### src/rtl/shift_sequencer_pkg.sv
// ----------------------------------------------------------------------------
// shift_sequencer_pkg
//   Shared definitions for the shift sequencer slice: default datapath sizes,
//   the FSM state encoding and the registered output bundle with its decoder.
//   No ports (package).
// ----------------------------------------------------------------------------
package shift_sequencer_pkg;

    localparam int SEQ_WIDTH = 8;
    localparam int SEQ_AMT_W = $clog2(SEQ_WIDTH);

    typedef enum logic [1:0] {
        SEQ_IDLE  = 2'd0,
        SEQ_LOAD  = 2'd1,
        SEQ_SHIFT = 2'd2,
        SEQ_DONE  = 2'd3
    } seq_state_e;

    // Control outputs that are a pure function of the FSM state.
    typedef struct packed {
        logic reqReady;
        logic srLoad;
        logic srShiftEn;
        logic rspValid;
        logic busy;
    } seq_outs_t;

    // Decoding the next state lets the outputs be registered alongside it,
    // so every control output comes straight from a flop.
    function automatic seq_outs_t decodeOutputs(input seq_state_e s);
        seq_outs_t o;
        o           = '0;
        o.reqReady  = (s == SEQ_IDLE);
        o.srLoad    = (s == SEQ_LOAD);
        o.srShiftEn = (s == SEQ_SHIFT);
        o.rspValid  = (s == SEQ_DONE);
        o.busy      = (s != SEQ_IDLE);
        return o;
    endfunction

endpackage

### src/rtl/shift_sequencer_if.sv
// ----------------------------------------------------------------------------
// shift_sequencer_if
//   Request/response channels between the shift-operation issuer and the
//   sequencer.
//   req_valid/req_ready/req_data/req_amt : job offer (word + shift count)
//   rsp_valid/rsp_ready/rsp_data         : shifted result
//   master modport = issuer, slave modport = sequencer.
// ----------------------------------------------------------------------------
interface shift_sequencer_if
    import shift_sequencer_pkg::*;
#(
    parameter int WIDTH = SEQ_WIDTH,
    parameter int AMT_W = SEQ_AMT_W
) ();

    logic             req_valid;
    logic             req_ready;
    logic [WIDTH-1:0] req_data;
    logic [AMT_W-1:0] req_amt;
    logic             rsp_valid;
    logic             rsp_ready;
    logic [WIDTH-1:0] rsp_data;

    modport master (
        output req_valid, req_data, req_amt, rsp_ready,
        input  req_ready, rsp_valid, rsp_data
    );

    modport slave (
        input  req_valid, req_data, req_amt, rsp_ready,
        output req_ready, rsp_valid, rsp_data
    );

endinterface

### src/rtl/shift_seq_counter.sv
// ----------------------------------------------------------------------------
// shift_seq_counter
//   Loadable down-counter holding the number of shifts still to issue.
//   clk, reset   : clock, synchronous active-high reset
//   load_i       : capture load_val_i
//   load_val_i   : shift count of the accepted job
//   dec_i        : decrement by one
//   is_one_o     : count equals 1 (last shift cycle)
//   is_zero_o    : count equals 0 (no shifts required)
// ----------------------------------------------------------------------------
module shift_seq_counter
    import shift_sequencer_pkg::*;
#(
    parameter int AMT_W = SEQ_AMT_W
) (
    input  logic             clk,
    input  logic             reset,
    input  logic             load_i,
    input  logic [AMT_W-1:0] load_val_i,
    input  logic             dec_i,
    output logic             is_one_o,
    output logic             is_zero_o
);

    logic [AMT_W-1:0] cnt_q;

    // Load has priority; the sequencer never loads and decrements together.
    always_ff @(posedge clk) begin
        if (reset) begin
            cnt_q <= '0;
        end else if (load_i) begin
            cnt_q <= load_val_i;
        end else if (dec_i) begin
            cnt_q <= cnt_q - AMT_W'(1);
        end
    end

    assign is_one_o  = (cnt_q == AMT_W'(1));
    assign is_zero_o = (cnt_q == '0);

endmodule

### src/rtl/shift_sequencer.sv
// ----------------------------------------------------------------------------
// shift_sequencer
//   Sequences the shift register: accepts a job (word + count), loads the
//   word, issues exactly count single-bit shift enables, then presents the
//   register contents as the result until the consumer takes it.
//   clk, reset  : clock, synchronous active-high reset
//   bus         : request/response channels (shift_sequencer_if.slave)
//   busy        : a job is in progress (state is not IDLE)
//   sr_load     : one-cycle parallel load strobe to the shift register
//   sr_data_in  : load value for the shift register
//   sr_shift_en : shift register shifts left one bit this cycle
//   sr_q        : shift register contents
//   Optional macro SHIFT_SEQ_ABORT_EN adds:
//   abort       : cancel the job while in LOAD or SHIFT
//   abort_ack   : one-cycle acknowledge of an accepted abort
// ----------------------------------------------------------------------------
module shift_sequencer
    import shift_sequencer_pkg::*;
#(
    parameter int WIDTH = SEQ_WIDTH,
    parameter int AMT_W = SEQ_AMT_W
) (
    input  logic                clk,
    input  logic                reset,
    shift_sequencer_if.slave    bus,
    output logic                busy,
    output logic                sr_load,
    output logic [WIDTH-1:0]    sr_data_in,
    output logic                sr_shift_en,
    input  logic [WIDTH-1:0]    sr_q
`ifdef SHIFT_SEQ_ABORT_EN
    ,
    input  logic                abort,
    output logic                abort_ack
`endif
);

    seq_state_e       state_q;
    seq_state_e       state_d;
    seq_outs_t        outs_q;
    logic [WIDTH-1:0] data_q;
    logic             accept;
    logic             cntIsOne;
    logic             cntIsZero;
`ifdef SHIFT_SEQ_ABORT_EN
    logic             abortAck_q;
    logic             abortAck_d;
`endif

    assign accept = (state_q == SEQ_IDLE) && bus.req_valid;

    shift_seq_counter #(
        .AMT_W (AMT_W)
    ) u_counter (
        .clk        (clk),
        .reset      (reset),
        .load_i     (accept),
        .load_val_i (bus.req_amt),
        .dec_i      (state_q == SEQ_SHIFT),
        .is_one_o   (cntIsOne),
        .is_zero_o  (cntIsZero)
    );

    // Next-state logic. A zero count skips SHIFT entirely; the last shift
    // cycle is the one where the counter still reads 1. An abort during the
    // active phases overrides the normal transition.
    always_comb begin
        state_d = state_q;
        case (state_q)
            SEQ_IDLE:  if (bus.req_valid) state_d = SEQ_LOAD;
            SEQ_LOAD:  state_d = cntIsZero ? SEQ_DONE : SEQ_SHIFT;
            SEQ_SHIFT: if (cntIsOne) state_d = SEQ_DONE;
            SEQ_DONE:  if (bus.rsp_ready) state_d = SEQ_IDLE;
            default:   state_d = SEQ_IDLE;
        endcase
`ifdef SHIFT_SEQ_ABORT_EN
        abortAck_d = abort && ((state_q == SEQ_LOAD) || (state_q == SEQ_SHIFT));
        if (abortAck_d) state_d = SEQ_IDLE;
`endif
    end

    // State, registered control outputs and the captured job word. Outputs
    // are decoded from the next state so they line up with state_q.
    always_ff @(posedge clk) begin
        if (reset) begin
            state_q    <= SEQ_IDLE;
            outs_q     <= decodeOutputs(SEQ_IDLE);
            data_q     <= '0;
`ifdef SHIFT_SEQ_ABORT_EN
            abortAck_q <= 1'b0;
`endif
        end else begin
            state_q <= state_d;
            outs_q  <= decodeOutputs(state_d);
            if (accept) data_q <= bus.req_data;
`ifdef SHIFT_SEQ_ABORT_EN
            abortAck_q <= abortAck_d;
`endif
        end
    end

    // The result is only driven while valid so every output idles at zero.
    assign bus.req_ready = outs_q.reqReady;
    assign bus.rsp_valid = outs_q.rspValid;
    assign bus.rsp_data  = outs_q.rspValid ? sr_q : '0;
    assign busy          = outs_q.busy;
    assign sr_load       = outs_q.srLoad;
    assign sr_shift_en   = outs_q.srShiftEn;
    assign sr_data_in    = data_q;
`ifdef SHIFT_SEQ_ABORT_EN
    assign abort_ack     = abortAck_q;
`endif

endmodule

### src/flat_wrapper.sv
// flat-port wrapper written by rule: the top's interface ports become plain ports
module shift_sequencer_flat import shift_sequencer_pkg::*;
#(
    parameter int WIDTH = SEQ_WIDTH,
    parameter int AMT_W = SEQ_AMT_W
)
  (clk, reset, busy, sr_load, sr_data_in, sr_shift_en, sr_q, bus_req_valid, bus_req_data, bus_req_amt, bus_rsp_ready, bus_req_ready, bus_rsp_valid, bus_rsp_data);
  shift_sequencer_if #(.WIDTH(WIDTH), .AMT_W(AMT_W)) bus_i ();
  input  logic clk;
  input  logic reset;
  output logic busy;
  output logic sr_load;
  output logic [WIDTH-1:0] sr_data_in;
  output logic sr_shift_en;
  input  logic [WIDTH-1:0] sr_q;
  input wire logic [$bits(bus_i.req_valid)-1:0] bus_req_valid;
  input wire logic [$bits(bus_i.req_data)-1:0] bus_req_data;
  input wire logic [$bits(bus_i.req_amt)-1:0] bus_req_amt;
  input wire logic [$bits(bus_i.rsp_ready)-1:0] bus_rsp_ready;
  output wire logic [$bits(bus_i.req_ready)-1:0] bus_req_ready;
  output wire logic [$bits(bus_i.rsp_valid)-1:0] bus_rsp_valid;
  output wire logic [$bits(bus_i.rsp_data)-1:0] bus_rsp_data;
  assign bus_i.req_valid = bus_req_valid;
  assign bus_i.req_data = bus_req_data;
  assign bus_i.req_amt = bus_req_amt;
  assign bus_i.rsp_ready = bus_rsp_ready;
  assign bus_req_ready = bus_i.req_ready;
  assign bus_rsp_valid = bus_i.rsp_valid;
  assign bus_rsp_data = bus_i.rsp_data;
  shift_sequencer #(.WIDTH(WIDTH), .AMT_W(AMT_W)) u_core (.clk(clk), .reset(reset), .bus(bus_i), .busy(busy), .sr_load(sr_load), .sr_data_in(sr_data_in), .sr_shift_en(sr_shift_en), .sr_q(sr_q));
endmodule
### config.mk
export PLATFORM = sky130hd
export DESIGN_NAME = shift_sequencer_flat
export DESIGN_NICKNAME = d
export VERILOG_FILES = /design/src/rtl/shift_sequencer_pkg.sv /design/src/rtl/shift_sequencer_if.sv /design/src/rtl/shift_seq_counter.sv /design/src/rtl/shift_sequencer.sv /design/src/flat_wrapper.sv
export SDC_FILE = /design/constraint.sdc
export NUM_CORES = 1
export LEC_CHECK = 0
export ABC_AREA = 1
export ABC_CLOCK_PERIOD_IN_PS = 1100
export BUFFER_PORTS_ARGS = -buffer_cell sky130_fd_sc_hd__buf_2
export CAP_MARGIN = 20
export CORE_MARGIN = 4
export CORE_UTILIZATION = 39
export DETAILED_ROUTE_END_ITERATION = 16
export PLACE_DENSITY = 0.74
export SYNTH_ARGS = -nofsm -noshare
export SYNTH_HDL_FRONTEND = slang
export SYNTH_SLANG_ARGS = --single-unit
### constraint.sdc
create_clock -name clk -period 1.1 [get_ports clk]
set_input_delay 0.165 -clock clk [delete_from_list [all_inputs] [get_ports clk]]
set_output_delay 0.165 -clock clk [all_outputs]
set_load 0.01 [all_outputs]
**Yosys cells after proc, flatten, opt, wreduce, memory -nomap -nowiden**

Index checks and enable logic that the tools add are counted.

- Word-level logic and storage cells: 30
- Input port bits: 23
- Bits in registers: 18

- Muxes and demuxes: 8
- Reductions and logical operators: 6
- Add/sub/neg operators: 1
- Eq/ne operators: 7

Operators with widths:

| cell | count |
|---|---|
| 2-bit equality test, second input constant | 4 |
| 8-bit two-way mux | 1 |
| 2-bit case mux with 4 select lines | 1 |
| 2-bit two-way mux | 3 |
| 3-bit two-way mux | 2 |
| 2-bit by 1-bit equality test with 1-bit output, second input constant | 2 |
| 2-bit logical NOT | 2 |
| 2-bit nonzero test | 2 |
| 3-bit by 1-bit equality test with 1-bit output, second input constant | 1 |
| 3-bit logical NOT | 1 |
| 3-bit by 1-bit subtractor with 3-bit output, second input constant | 1 |
| 1-bit logical AND | 1 |
| 1-bit two-way mux | 1 |

**Depth between registers and ports, before layout**

- Word-level depth: 4
- Depth in mapped cells: 8
- Depth with buffers taken out: 8

**By module**

From an unflattened synthesis, not the netlist that was laid out.

- Cells, all modules: 123
- Area total of the unflattened synthesis: 849.6 µm²

Modules (own cells, without submodules):

| module | instances | area an instance (µm²) | sequential area each (µm²) | cells each |
|---|---|---|---|---|
| shift_sequencer | 1 | 624.3 | 300.3 | 87 |
| shift_seq_counter | 1 | 225.2 | 60.1 | 36 |

**Worst setup path before layout**

No wires, ideal clock.

- Kind: flip-flop to flip-flop
- Start point: register u_core.u_counter.cnt_q[0]
- End point: register u_core.u_counter.cnt_q[2]
- Path slack: -0.080 ns
- Library setup time: 0.109 ns
- Buffers on the path: 0
- Clock period less this slack: 1.180 ns
- Arrival time: 1.071 ns
- Stages on the path, launching flop included: 8
- Cell sequence: dfxtp_1 -> inv_1 -> ha_1 -> or2_2 -> nand3_1 -> nand3b_1 -> nand2_1 -> inv_1

- Word-level cells in the longest chain between the ends: 3

RTL lines:

| item | line | RTL |
|---|---|---|
| start, declared | shift_seq_counter.sv:25 | `logic [AMT_W-1:0] cnt_q;` |
| start signal, assigned | shift_seq_counter.sv:32 | `cnt_q <= load_val_i;` |
| start signal, assigned | shift_seq_counter.sv:34 | `cnt_q <= cnt_q - AMT_W'(1);` |
| 3-bit by 1-bit subtractor with 3-bit output | shift_seq_counter.sv:34 |  |
| 3-bit two-way mux | shift_seq_counter.sv:33 | `end else if (dec_i) begin` |
| 3-bit two-way mux | shift_seq_counter.sv:31 | `end else if (load_i) begin` |

Every way passes these cells. The select of a mux whose other input is x is not followed.
A chain may end at the register's enable or synchronous reset.

**Worst setup path in the final report**

- Start point: register u_core.u_counter.cnt_q[0]
- End point: register u_core.outs_q (netlist bit u_core.bus.rsp_valid)

- Word-level cells in the longest chain between the ends: 4
- Elaborated cells between the ends (all ways): 6
- Classes of those cells: 2 x eq/ne; 3 x mux; 1 x reduce/logical

RTL lines:

| item | line | RTL |
|---|---|---|
| 3-bit by 1-bit equality test with 1-bit output or 3-bit logical NOT (tied branches) | shift_seq_counter.sv:38, shift_seq_counter.sv:39 |  |
| 2-bit two-way mux or 1-bit two-way mux (tied branches) | shift_sequencer.sv:72, shift_sequencer.sv:71 |  |
| 2-bit case mux with 4 select lines (*) | shift_sequencer.sv:69 | `case (state_q)` |
| 2-bit equality test (*) | shift_sequencer_pkg.sv:36 | `o.rspValid = (s == SEQ_DONE);` |
| end signal, assigned | shift_sequencer.sv:87 | `outs_q <= decodeOutputs(SEQ_IDLE);` |
| end signal, assigned | shift_sequencer.sv:94 | `outs_q <= decodeOutputs(state_d);` |
| end, declared | shift_sequencer.sv:40 | `seq_outs_t outs_q;` |

Every way passes the cells marked *; elsewhere a longest branch is shown, timed or not.

==> flow_summary.yaml <==
status:
  outcome: "complete, but fails checks"
  violations: "setup timing"
layout:
  synthToLayoutAreaGrowth_pct: 47.4
  final_common_cell: "buf_2"
  final_cell_mix: "42 x buf_2, 24 x nand2_1, 22 x nor2_1"
  multiInputGateArea_sq_um: 408
  regArea_sq_um: 370
  drive_gt1_frac: 0.439
  final_cells: 198
  final_nets: 198
  nFillCells: 191
  diodes: 0
detailed_routing:
  wl_um: 2300
  ant_nets: 0
  vias_per_cell: 4.65
  drt-pass1-iter-count: 4
  wire_per_inst_um: 11.6
  drc: 0
  drtIter0Drc: 13
  num_vias: 921
sta:
  fmax_ghz: 0.840
  layout_min_cycle_time_ns: 1.19
  clock_skew_ns: 0.00691
  drv_slew: 0
  slew_headroom: 0.796
  rsz0062_at_grt: "yes"
  setup_ws_ns: -0.0901
  post-route-period-util: 1.08
  tightest_slew_ns: 0.306
  finalSetupViolations: 5
  hold_violations: 0
placement:
  routabilityCongestion: 0.865
  io_buffer_count: 43
  post-place-ws_ns: -0.0541
  dp_hpwl_um: 1640
  place_inst: 191
floorplanning:
  dieArea_sq_um: 2930
  start_util: 0.419
  die_h_um: 54.1
  io_pins: 44
  rows: 16
  core_area_sq_um: 1980
  die_w_um: 54.1
pwr:
  vdd_drop_max_mv: 1.17
  pwr_density_cell_nw_per_um2: 1520
  p_leak_nw: 0.717
synthesis:
  synthAdderAreaFrac: 0.0452
  synth_seq_cells: 18
  synth_compound_area_frac: 0.0814
  ys_seq_area_frac: 0.434
  avgSynthCellArea_sq_um: 6.80
  syn_nets: 148
  netlist_area_sq_um: 830
  muxShareOfSynthArea: 0
  synthSimpleGateAreaFrac: 0.293
  synth_top_family_by_area: "simple AND/OR/NAND/NOR gates"
  synth_cell_type_count: 18
  synth-xor-area-share: 0
  synth_cells: 122
  yosysWarningCount: 0
clock_network:
  cts_buffers: 3
  cts_tree: "done"
  clockRootBuffer: "clkbuf_4"
  cts_sinks: 18
  path_clk_slew_ns: 0.11
  ctsHoldBuffers: 0
  clkLatencyLatePin_ns: 0.29
  clk_path_buf_depth: 2
  h-tree-depth: 1
run:
  cap_violations: 0
grt:
  overflow: 0
  grt_util_all_layers: 0.158
  grt_max_degree: 13
  grt_pass1_vias: 910
  grt_pass1_wl_um: 3430
  antenna_found_initial: 0
worst_hold_path:
  hold_class: "in2reg"
worst_setup_path:
  crit_path_end_kind: "flip-flop"
  critical_path_class: "reg2reg"
  worstPathMaxFanout: 3
  cp_data_required_time_ns: 1.34
  cp.arrival_ns: 1.43
  cp-start-kind: "flip-flop"
[layout make-up]
class	count	area share
well taps	27	0.0276
flip-flops and latches	18	0.303
clock buffers	4	0.0297
inverters	25	0.0850
repair buffers	49	0.221
multi-input cells	75	0.334
[registers in the layout, summed over array words and instances, names as in the netlist]
register                count
u_core.sr_load              1
u_core.sr_data_in           8
u_core.sr_shift_en          1
u_core.u_counter.cnt_q      3
u_core.state_q              2
u_core.bus.req_ready        1
u_core.bus.rsp_valid        1
u_core.busy                 1
[path summary, 6_finish.rpt]
check	slack [ns]	startpoint	end	cells after the start
hold reg to reg	0.49	u_core.sr_data_in[3]	u_core.sr_data_in[3]	2
hold / removal	0.07	reset	u_core.u_counter.cnt_q[0]	2
setup reg to reg	-0.09	u_core.u_counter.cnt_q[0]	u_core.bus.rsp_valid	9
setup / recovery	-0.09	u_core.u_counter.cnt_q[0]	u_core.bus.rsp_valid	9
[power breakdown]
part	internal, mW	switching [mW]	leakage (nW)
clock network	0.201	0.209	0.0210
logic	0.273	0.351	0.545
registers	0.751	0.0696	0.151
total	1.23	0.630	0.717
[worst max-delay path, cell delays in order, from the launching register on]
cell     delay (ns)
dfxtp_4        0.38
inv_4          0.07
ha_4           0.13
inv_2          0.03
nor2_2         0.12
nand2_2        0.10
buf_4          0.14
nand3_1        0.06
nand2_1        0.05
inv_1          0.05
[per-stage QoR]
step                      utilization  hold WS (ns)  power (mW)  TNS, ns  cell area (sq um)
after floorplan                     -         0.227        1.15        0                841
after global placement          0.547         0.383        1.32        0               1080
after detailed placement        0.547         0.391        1.34   -0.127               1080
after CTS                       0.584        0.0716        1.78   -0.129               1160
after global routing            0.617        0.0865        1.98   -0.927               1220
final                           0.617        0.0747        1.86   -0.325               1220
[layer usage]
layer | part of all wire | track usage | vias up
li1 | - | - | 461
met1 | 0.37 | 0.165 | 412
met2 | 0.50 | 0.303 | 44
met3 | 0.095 | 0.0388 | 4
met4 | 0.028 | 0.0498 | 0
met5 | 0 | 0 | -
[synth_stat cells]
master / number / area share
nand2_1: 26 / 0.12
nor2_1: 25 / 0.11
inv_1: 23 / 0.10
dfxtp_1: 18 / 0.43
o21ai_0: 9 / 0.054
ha_1: 3 / 0.045
nand3_1: 3 / 0.018
a21oi_1: 2 / 0.012
a31oi_1: 2 / 0.015
inv_2: 2 / 0.0091
nand4_1: 2 / 0.015
buf_2: 1 / 0.0060
buf_4: 1 / 0.0091
buf_6: 1 / 0.014
clkbuf_1: 1 / 0.0045
nand3_2: 1 / 0.012
nand3b_1: 1 / 0.0091
or2_2: 1 / 0.0075
[kinds of logic after synthesis]
| family | count (synthesis) |
|---|---|
| AND/OR/NAND/NOR | 59 |
| adder cells (fa/ha/maj) | 3 |
| flip-flops | 18 |
| AO/OA/AOI/OAI | 13 |
| buffers and inverters | 29 |
[repair_timing]
item	CTS	global route
setup endpoints to repair	14	23
buffers inserted	2	1
pin swaps	5	4
gates resized for setup	10	18
gates cloned	0	0
No activity file was read; power rests on OpenSTA's default activity.
